[config.mk]
export PLATFORM = sky130hd
export DESIGN_NAME = stopwatch_ctrl
export DESIGN_NICKNAME = d
export VERILOG_FILES = /design/src/rtl/stopwatch_pkg.sv /design/src/rtl/bcd_digit_cnt.sv /design/src/rtl/stopwatch_ctrl.sv
export SDC_FILE = /design/constraint.sdc
export NUM_CORES = 1
export LEC_CHECK = 0
export BUFFER_PORTS_ARGS = -buffer_cell sky130_fd_sc_hd__buf_2
export CAP_MARGIN = 20
export CORE_UTILIZATION = 40
export DETAILED_ROUTE_END_ITERATION = 10
export GPL_TIMING_DRIVEN = 0
export HOLD_SLACK_MARGIN = 0.08
export MAX_ROUTING_LAYER = met4
export SLEW_MARGIN = 20
export SYNTH_ARGS = -nofsm -noshare
export SYNTH_HDL_FRONTEND = slang
export SYNTH_SLANG_ARGS = --single-unit
[constraint.sdc]
create_clock -name clk -period 3.5 [get_ports clk]
set_clock_uncertainty 0.2 [all_clocks]
set_input_delay 0.35 -clock clk [delete_from_list [all_inputs] [get_ports clk]]
set_output_delay 0.35 -clock clk [all_outputs]
set_load 0.03 [all_outputs]
[src/rtl/stopwatch_pkg.sv]
// Shared types and constants for the mm:ss stopwatch controller.
//   sw_state_t : controller state encoding
//   bcd_t      : one BCD digit
//   SEC_T_MAX  : highest seconds-tens digit
//   DIG_MAX    : highest value of a decimal digit
package stopwatch_pkg;

  typedef enum logic [1:0] {
    IDLE  = 2'd0,
    RUN   = 2'd1,
    PAUSE = 2'd2,
    LAP   = 2'd3
  } sw_state_t;

  typedef logic [3:0] bcd_t;

  localparam bcd_t SEC_T_MAX = 4'd5;
  localparam bcd_t DIG_MAX   = 4'd9;

  localparam int unsigned DISP_W = 16;

endpackage

[src/rtl/bcd_digit_cnt.sv]
// One BCD digit of the stopwatch count.
//   clk, reset : clock, asynchronous active-high reset
//   inc        : count enable for the whole chain
//   clr        : synchronous clear to 0 (wins over inc)
//   carry_in   : lower digits are rolling over this cycle
//   q          : registered digit value
//   q_nxt_c    : value q takes on the next edge
//   carry_out  : this digit rolls over when the chain steps
module bcd_digit_cnt
  import stopwatch_pkg::*;
#(
  parameter bcd_t MAX = DIG_MAX
) (
  input  logic clk,
  input  logic reset,
  input  logic inc,
  input  logic clr,
  input  logic carry_in,
  output bcd_t q,
  output bcd_t q_nxt_c,
  output logic carry_out
);

  assign carry_out = carry_in && (q == MAX);

  // Next digit value
  always_comb begin
    q_nxt_c = q;
    if (clr) begin
      q_nxt_c = 4'd0;
    end else if (inc && carry_in) begin
      q_nxt_c = (q == MAX) ? 4'd0 : q + 4'd1;
    end
  end

  // Digit register
  always_ff @(posedge clk or posedge reset) begin
    if (reset) begin
      q <= 4'd0;
    end else begin
      q <= q_nxt_c;
    end
  end

endmodule

[src/rtl/stopwatch_ctrl.sv]
// Run/pause/lap/clear controller for the mm:ss stopwatch.
// Optional lap feature: define STOPWATCH_LAP_EN to build the LAP state and
// the lap register; without it lap_active is tied 0 and lap_pulse only
// clears a paused count.
//   clk, reset  : clock, asynchronous active-high reset
//   tick        : one-second count enable
//   start_pulse : start/stop button pulse
//   lap_pulse   : lap/clear button pulse
//   run         : state is RUN or LAP
//   lap_active  : state is LAP (display frozen)
//   disp_bcd    : {min_t,min_u,sec_t,sec_u}, lap value in LAP else live count
//   overflow    : one-cycle pulse when a tick passes MIN_MAX:59
module stopwatch_ctrl
  import stopwatch_pkg::*;
#(
  parameter int unsigned MIN_MAX = 59,
  parameter bit          WRAP    = 1'b1
) (
  input  logic              clk,
  input  logic              reset,
  input  logic              tick,
  input  logic              start_pulse,
  input  logic              lap_pulse,
  output logic              run,
  output logic              lap_active,
  output logic [DISP_W-1:0] disp_bcd,
  output logic              overflow
);

  localparam bcd_t MIN_T_MAX = 4'(MIN_MAX / 10);
  localparam bcd_t MIN_U_MAX = 4'(MIN_MAX % 10);

  sw_state_t state_q, state_nxt;

  logic              cnt_en_c;
  logic              at_max_c;
  logic              ovf_c;
  logic              inc_c;
  logic              clr_c;
  logic              fsm_clr_c;
  logic              lap_cap_c;
  logic [4:0]        carry;
  bcd_t              dig_q   [4];
  bcd_t              dig_nxt [4];
  logic [DISP_W-1:0] count_q;
  logic [DISP_W-1:0] count_nxt;
  logic [DISP_W-1:0] disp_nxt;

  assign count_q   = {dig_q[3], dig_q[2], dig_q[1], dig_q[0]};
  assign count_nxt = {dig_nxt[3], dig_nxt[2], dig_nxt[1], dig_nxt[0]};

  // Count datapath: sec_u, sec_t, min_u, min_t with rippled carries
  assign carry[0] = 1'b1;

  bcd_digit_cnt #(.MAX(DIG_MAX)) u_sec_u (
    .clk(clk), .reset(reset), .inc(inc_c), .clr(clr_c), .carry_in(carry[0]),
    .q(dig_q[0]), .q_nxt_c(dig_nxt[0]), .carry_out(carry[1]));

  bcd_digit_cnt #(.MAX(SEC_T_MAX)) u_sec_t (
    .clk(clk), .reset(reset), .inc(inc_c), .clr(clr_c), .carry_in(carry[1]),
    .q(dig_q[1]), .q_nxt_c(dig_nxt[1]), .carry_out(carry[2]));

  bcd_digit_cnt #(.MAX(DIG_MAX)) u_min_u (
    .clk(clk), .reset(reset), .inc(inc_c), .clr(clr_c), .carry_in(carry[2]),
    .q(dig_q[2]), .q_nxt_c(dig_nxt[2]), .carry_out(carry[3]));

  bcd_digit_cnt #(.MAX(DIG_MAX)) u_min_t (
    .clk(clk), .reset(reset), .inc(inc_c), .clr(clr_c), .carry_in(carry[3]),
    .q(dig_q[3]), .q_nxt_c(dig_nxt[3]), .carry_out(carry[4]));

  // Minute-limit compare; carry[2] means seconds read 59. 99:59 is only
  // reachable when MIN_MAX is 99, so the natural rollover joins the same path.
  assign cnt_en_c = (state_q == RUN) || (state_q == LAP);
  assign at_max_c = (carry[2] && (dig_q[3] == MIN_T_MAX) && (dig_q[2] == MIN_U_MAX))
                    || carry[4];
  assign ovf_c    = cnt_en_c && tick && at_max_c;
  // Without wrap the count holds at the limit instead of stepping
  assign inc_c    = cnt_en_c && tick && !(at_max_c && !WRAP);
  assign clr_c    = fsm_clr_c || (ovf_c && WRAP);

  // Next-state logic; start has priority over lap, limit-hold forces PAUSE
  always_comb begin
    state_nxt = state_q;
    fsm_clr_c = 1'b0;
    lap_cap_c = 1'b0;
    case (state_q)
      IDLE: begin
        if (start_pulse) state_nxt = RUN;
      end
      RUN: begin
        if (start_pulse) begin
          state_nxt = PAUSE;
        end
`ifdef STOPWATCH_LAP_EN
        else if (lap_pulse) begin
          state_nxt = LAP;
          lap_cap_c = 1'b1;
        end
`endif
      end
      PAUSE: begin
        if (start_pulse) begin
          state_nxt = RUN;
        end else if (lap_pulse) begin
          state_nxt = IDLE;
          fsm_clr_c = 1'b1;
        end
      end
`ifdef STOPWATCH_LAP_EN
      LAP: begin
        if (start_pulse) begin
          state_nxt = PAUSE;
        end else if (lap_pulse) begin
          state_nxt = RUN;
        end
      end
`endif
      default: state_nxt = IDLE;
    endcase
    if (ovf_c && !WRAP) begin
      state_nxt = PAUSE;
      lap_cap_c = 1'b0;
    end
  end

`ifdef STOPWATCH_LAP_EN
  logic [DISP_W-1:0] lap_q;
  logic [DISP_W-1:0] lap_nxt;

  assign lap_nxt  = lap_cap_c ? count_q : lap_q;
  assign disp_nxt = (state_nxt == LAP) ? lap_nxt : count_nxt;

  // Lap capture and frozen-display flag
  always_ff @(posedge clk or posedge reset) begin
    if (reset) begin
      lap_q      <= '0;
      lap_active <= 1'b0;
    end else begin
      lap_q      <= lap_nxt;
      lap_active <= (state_nxt == LAP);
    end
  end
`else
  assign disp_nxt   = count_nxt;
  assign lap_active = 1'b0;
`endif

  // State and output registers
  always_ff @(posedge clk or posedge reset) begin
    if (reset) begin
      state_q  <= IDLE;
      run      <= 1'b0;
      disp_bcd <= '0;
      overflow <= 1'b0;
    end else begin
      state_q  <= state_nxt;
      run      <= (state_nxt == RUN) || (state_nxt == LAP);
      disp_bcd <= disp_nxt;
      overflow <= ovf_c;
    end
  end

endmodule
# ---- Word-level counts from Yosys, hierarchy flattened
# Cells that the tools add are included.
dict set report word_totals {
  register_bits 36
  inputBits 5
  out_inout_bits 19
  wordCells 57
}
dict set report op_classes {
  n_addsub 4
  eq_ne 10
  n_mux 20
  reduce_logical 15
}
# operator count
set ops {}
lappend ops {{4-bit two-way mux} 12}
lappend ops {{4-bit by 1-bit adder with 4-bit output (second input constant)} 4}
lappend ops {{4-bit equality test (second input constant)} 3}
lappend ops {{1-bit logical AND} 10}
lappend ops {{4-bit by 3-bit equality test with 1-bit output (second input constant)} 2}
lappend ops {{2-bit two-way mux} 4}
lappend ops {{2-bit equality test (second input constant)} 3}
lappend ops {{2-bit one-hot mux with 3 select lines} 1}
lappend ops {{2-bit by 1-bit equality test with 1-bit output (second input constant)} 2}
lappend ops {{1-bit logical OR} 4}
lappend ops {{1-bit two-way mux} 3}
lappend ops {{2-bit logical NOT} 1}

# ---- Logic depth before layout (Yosys ltp)
dict set report logic_depth {
  ltp_word 8
  mapped_depth 8
  ltp_nobuf 6
}

# ---- Hierarchy
# From an unflattened synthesis, not the netlist that was laid out.
dict set report hier_totals {
  cells_unflattened 129
  hier_area_um2 1498.9
}
# module instances cells_per_inst area_per_inst_um2
set modules_own_cells {}
lappend modules_own_cells {{bcd_digit_cnt (u_min_t ...)} 3 22 216.5}
lappend modules_own_cells {stopwatch_ctrl 1 40 638.1}
lappend modules_own_cells {{bcd_digit_cnt (u_sec_t)} 1 23 211.5}

# ---- Worst setup path after synthesis
# Ideal clock, no wire load.
dict set report synth_path {
  path_type {register to register}
  start {reg u_sec_u.q[0]}
  end {reg disp_bcd[11]}
  setup_time_ps 87
  t_arrival_ps 1740
  path_slack_ps 1474
  stages_incl_launch_ff 7
  path_buffers 1
  synth_period_minus_slack_ps 2026
  cell_sequence {dfrtp_1 -> ha_1 -> and3b_1 -> buf_4 -> nand3_4 -> or3_1 -> a211oi_2}
}
dict set report synth_between {
  elab_chain_cells 8
}
# element line
set synth_lines {}
lappend synth_lines {{from (decl)} bcd_digit_cnt.sv:19} ;# output bcd_t q,
lappend synth_lines {{from (signal assigned)} bcd_digit_cnt.sv:41} ;# q <= q_nxt_c;
lappend synth_lines {{4-bit equality test *} bcd_digit_cnt.sv:24} ;# assign carry_out = carry_in && (q == MAX);
lappend synth_lines {{1-bit logical AND *} bcd_digit_cnt.sv:24}
lappend synth_lines {{1-bit logical AND, on equally long branches (2 in a row)} {stopwatch_ctrl.sv:74, bcd_digit_cnt.sv:24}}
lappend synth_lines {{1-bit logical OR} stopwatch_ctrl.sv:75} ;# || carry[4];
lappend synth_lines {{1-bit logical AND} stopwatch_ctrl.sv:76} ;# assign ovf_c = cnt_en_c && tick && at_max_c;
lappend synth_lines {{1-bit logical OR} stopwatch_ctrl.sv:79} ;# assign clr_c = fsm_clr_c || (ovf_c && WRAP);
lappend synth_lines {{4-bit two-way mux *} bcd_digit_cnt.sv:29} ;# if (clr) begin
lappend synth_lines {{to (signal assigned)} stopwatch_ctrl.sv:158} ;# disp_bcd <= disp_nxt;
lappend synth_lines {{to (decl)} stopwatch_ctrl.sv:26} ;# output logic [DISP_W-1:0] disp_bcd,
# Every way passes the cells marked *; elsewhere a longest branch is shown, timed or not.

# ---- Worst setup path in the final report
# Same ends and word-level chain as after synthesis.

==> flow_summary.yaml <==
floorplan:
  ioPinCount: 24
  die_width_um: 55.7
  core_region_area_um2: 2730
  dieArea_um2: 3110
  initial_core_util_pct: 42.2
  std_cell_rows: 19
  die_h_um: 55.7
worst_setup_path:
  sort_of_element_at_the_end_of_the_critical_path: "register"
  crit_chain: "ha_1 -> and3b_1 -> buf_4 -> nand3_4 -> or3_1 -> a211oi_2"
  cp.depth: 6
  path_buf_inv: 1
  cpMaxStageDelayCell: "dfrtp_1"
  crit_type: "register to register"
  worstRegToRegCells: 6
  worst-path-max-fanout: 8
  cp.arrival_ns: 2.03
  critical_path.max_stage_delay_ns: 0.48
  endpoint: "disp_bcd[11]$_DFFE_PP0P_"
  worst_path_dominant_cell_family: "simple AND/OR/NAND/NOR gates"
  critPathLaunch: "u_sec_u.q[0]$_DFFE_PP0P_"
  worstReg2RegEnd: "disp_bcd[11]$_DFFE_PP0P_"
  r2r_slack_ns: 1.50
  worst_setup_path_start_kind: "register"
  critical_path_required_ns: 3.53
  worst_r2r_src: "u_sec_u.q[0]$_DFFE_PP0P_"
sta:
  max-slew-margin-rel_pct: 50.5
  timing.final.hold_violations: 0
  worst_pin_slew_ns: 0.741
  setup-violations-final: 0
  timing.final.crit_share_pct: 57.1
  setup_total_negative_slack_ns: 0
  timing.final.crit_period_ns: 2.00
  achievable-frequency_mhz: 501
  slew_violations: 0
  grt_setup_unrepaired: "false"
synthesis:
  synth.mux.area_fraction_pct: 2.82
  synthArstFlopShare_pct: 100
  ys_seq_elements: 20
  synth-compound-area-share_pct: 13.8
  ys_warn_count: 0
  synth_top_cells_by_area: "dfrtp_1, ha_1, o21ai_0"
  mappedNetlistArea_um2: 1150
  yosys.area_share.adder_pct: 8.67
  synthSimpleGateAreaFrac_pct: 24.4
  dominantRegCellSynth: "dfrtp_1"
  synth_area_per_cell_um2: 9.70
  syn_nets: 132
  cell_type_with_the_highest_aggregate_area_in_the_netlist: "dfrtp_1"
  synth.distinct_cells: 33
  synth_edf_count: 0
  netlist_top_cells_count: "dfrtp_1, nand2_1, o21ai_0, ha_1"
  synth_top_family_by_area: "simple AND/OR/NAND/NOR gates"
  synthXorXnorAreaFrac_pct: 1.52
  yosys.area.top_type_share_pct: 43.3
  synth_seq_area_share_pct: 43.3
  yosysMostFrequentCell: "dfrtp_1"
  synthesis.instances: 119
cts:
  cts_resized: 0
  max-clock-path-buffers: 2
  cts_root_buf: "clkbuf_4"
  clk_latency_ns: 0.30
  postCtsSetupRepairBufs: 0
  cts.sinks: 20
  cts_buffers: 3
  cts_max_level: 1
  holdBufCountCts: 1
  cts_tree: "done"
  clk_pin_slew_ns: 0.12
pwr:
  design_power_total_mw: 0.594
  power_density_nw_per_um2: 440
  leakagePower_nw: 0.676
  ir_drop_v: 0.000220
global_route:
  largest_net_degree_at_the_start_of_global_routing: 21
  grt.overflow.total: 0
  grt_util_all_layers_pct: 17.3
  antenna_found_initial: 0
  grt_first_pass_wirelength_um: 4150
  grt_pass1_vias: 950
routing:
  antenna_left: 0
  dr.pass1.iters: 4
  route.detailed.vias_per_inst: 5.49
  detailroute.via_count: 972
  drc_errors_left: 0
  routedWlPerCell_um: 12.9
  detail_route.iter0.violations: 3
  routed_wirelength_um: 2290
place:
  detailedPlacementHpwl_um: 1650
  place.gp.congestion: 0.759
  portBuffers: 22
run_status:
  outcome: "completed"
layout:
  count_of_inserted_antenna_diode_cells: 0
  share_of_post_route_cells_with_drive_strength_above_1_pct: 26.0
  finalNetCount: 160
  areaGrowthSynthToFinish_pct: 16.9
hold_path:
  hold_start: "lap_pulse"
  hp-class: "input port to register"
job:
  number_of_maximum_capacitance_constraint_violations: 0
==> flip-flops by register name, summed over array words and instances (netlist names) <==
register and cells:
disp_bcd 4, overflow 1, run 1, state_q 2, u_min_t.q 3, u_min_u.q 3, u_sec_t.q 3, u_sec_u.q 3
==> report_power, final <==
part | switching, mW | internal (mW)
registers | 0.0383 | 0.258
logic | 0.102 | 0.0569
clock network | 0.0752 | 0.0635
==> cells by family after synthesis <==
logic type | Yosys count
AOI/OAI and AO/OA | 26
other | 1
DFF | 20
buffers and inverters | 12
and+or+nand+nor | 47
xor gates and xnor gates | 2
adders and majority gates | 8
muxes | 3
==> stage by stage <==
step | setup WS (ns) | util (%) | cell area, um2 | hold slack, ns | instances
finish | 1.50 | 49.4 | 1350 | 0.0980 | 177
floorplan | 1.47 | - | 1150 | 0.114 | 119
global placement | 1.57 | 47.7 | 1300 | 0.329 | 172
CTS | 1.50 | 49.4 | 1350 | 0.0892 | 177
detailed placement | 1.53 | 47.7 | 1300 | 0.333 | 172
global route | 1.38 | 49.4 | 1350 | 0.0946 | 177
==> metal layers <==
| layer | vias up | global-route usage, % | part of all wire [%] |
|---|---|---|---|
| li1 | 484 | - | - |
| met1 | 469 | 22.7 | 49 |
| met2 | 15 | 26.7 | 47 |
| met3 | 4 | 2.33 | 2.9 |
| met4 | 0 | 7.86 | 1.5 |
| met5 | - | - | 0 |
==> area by class of cell <==
cell class / count / area (um2)
Sequential cell: 20 / 500
Clock buffer: 4 / 36.3
Timing Repair Buffer: 23 / 120
Fill cell: 255 / 1380
Buffer: 6 / 37.5
Tap cell: 31 / 38.8
Inverter: 6 / 22.5
Multi-Input combinational cell: 87 / 594
==> how the worst min path moves through the flow <==
stage | end | slack, ns | depth (start not counted)
final | state_q[1]$_DFF_PP0_ | 0.1 | 3
after global routing | state_q[1]$_DFF_PP0_ | 0.09 | 3
after CTS | state_q[1]$_DFF_PP0_ | 0.09 | 3
after detailed placement | state_q[0]$_DFF_PP0_ | 0.33 | 2
after global placement | run$_DFF_PP0_ | 0.33 | 2
after floorplan | disp_bcd[11]$_DFFE_PP0P_ | 0.11 | 1
==> cell usage in the layout, fill, tap and decap left out, drive strengths merged, types with 4 or more instances in the layout <==
cell    synthesis  final
dfrtp          20     20
nor2            7      7
nand3           6      6
clkbuf          0      4
inv             6      6
o21ai          11     11
nand2          11     11
buf             6     28
ha              8      8
a21oi           7      7
nand3b          4      4
==> tightest hold or removal path: cells and delay by family <==
| family | cells | cell delay [ns] |
|---|---|---|
| buffers and inverters | 1 | 0.08 |
| and+or+nand+nor | 2 | 0.15 |
(Power assumes the default switching activity.)
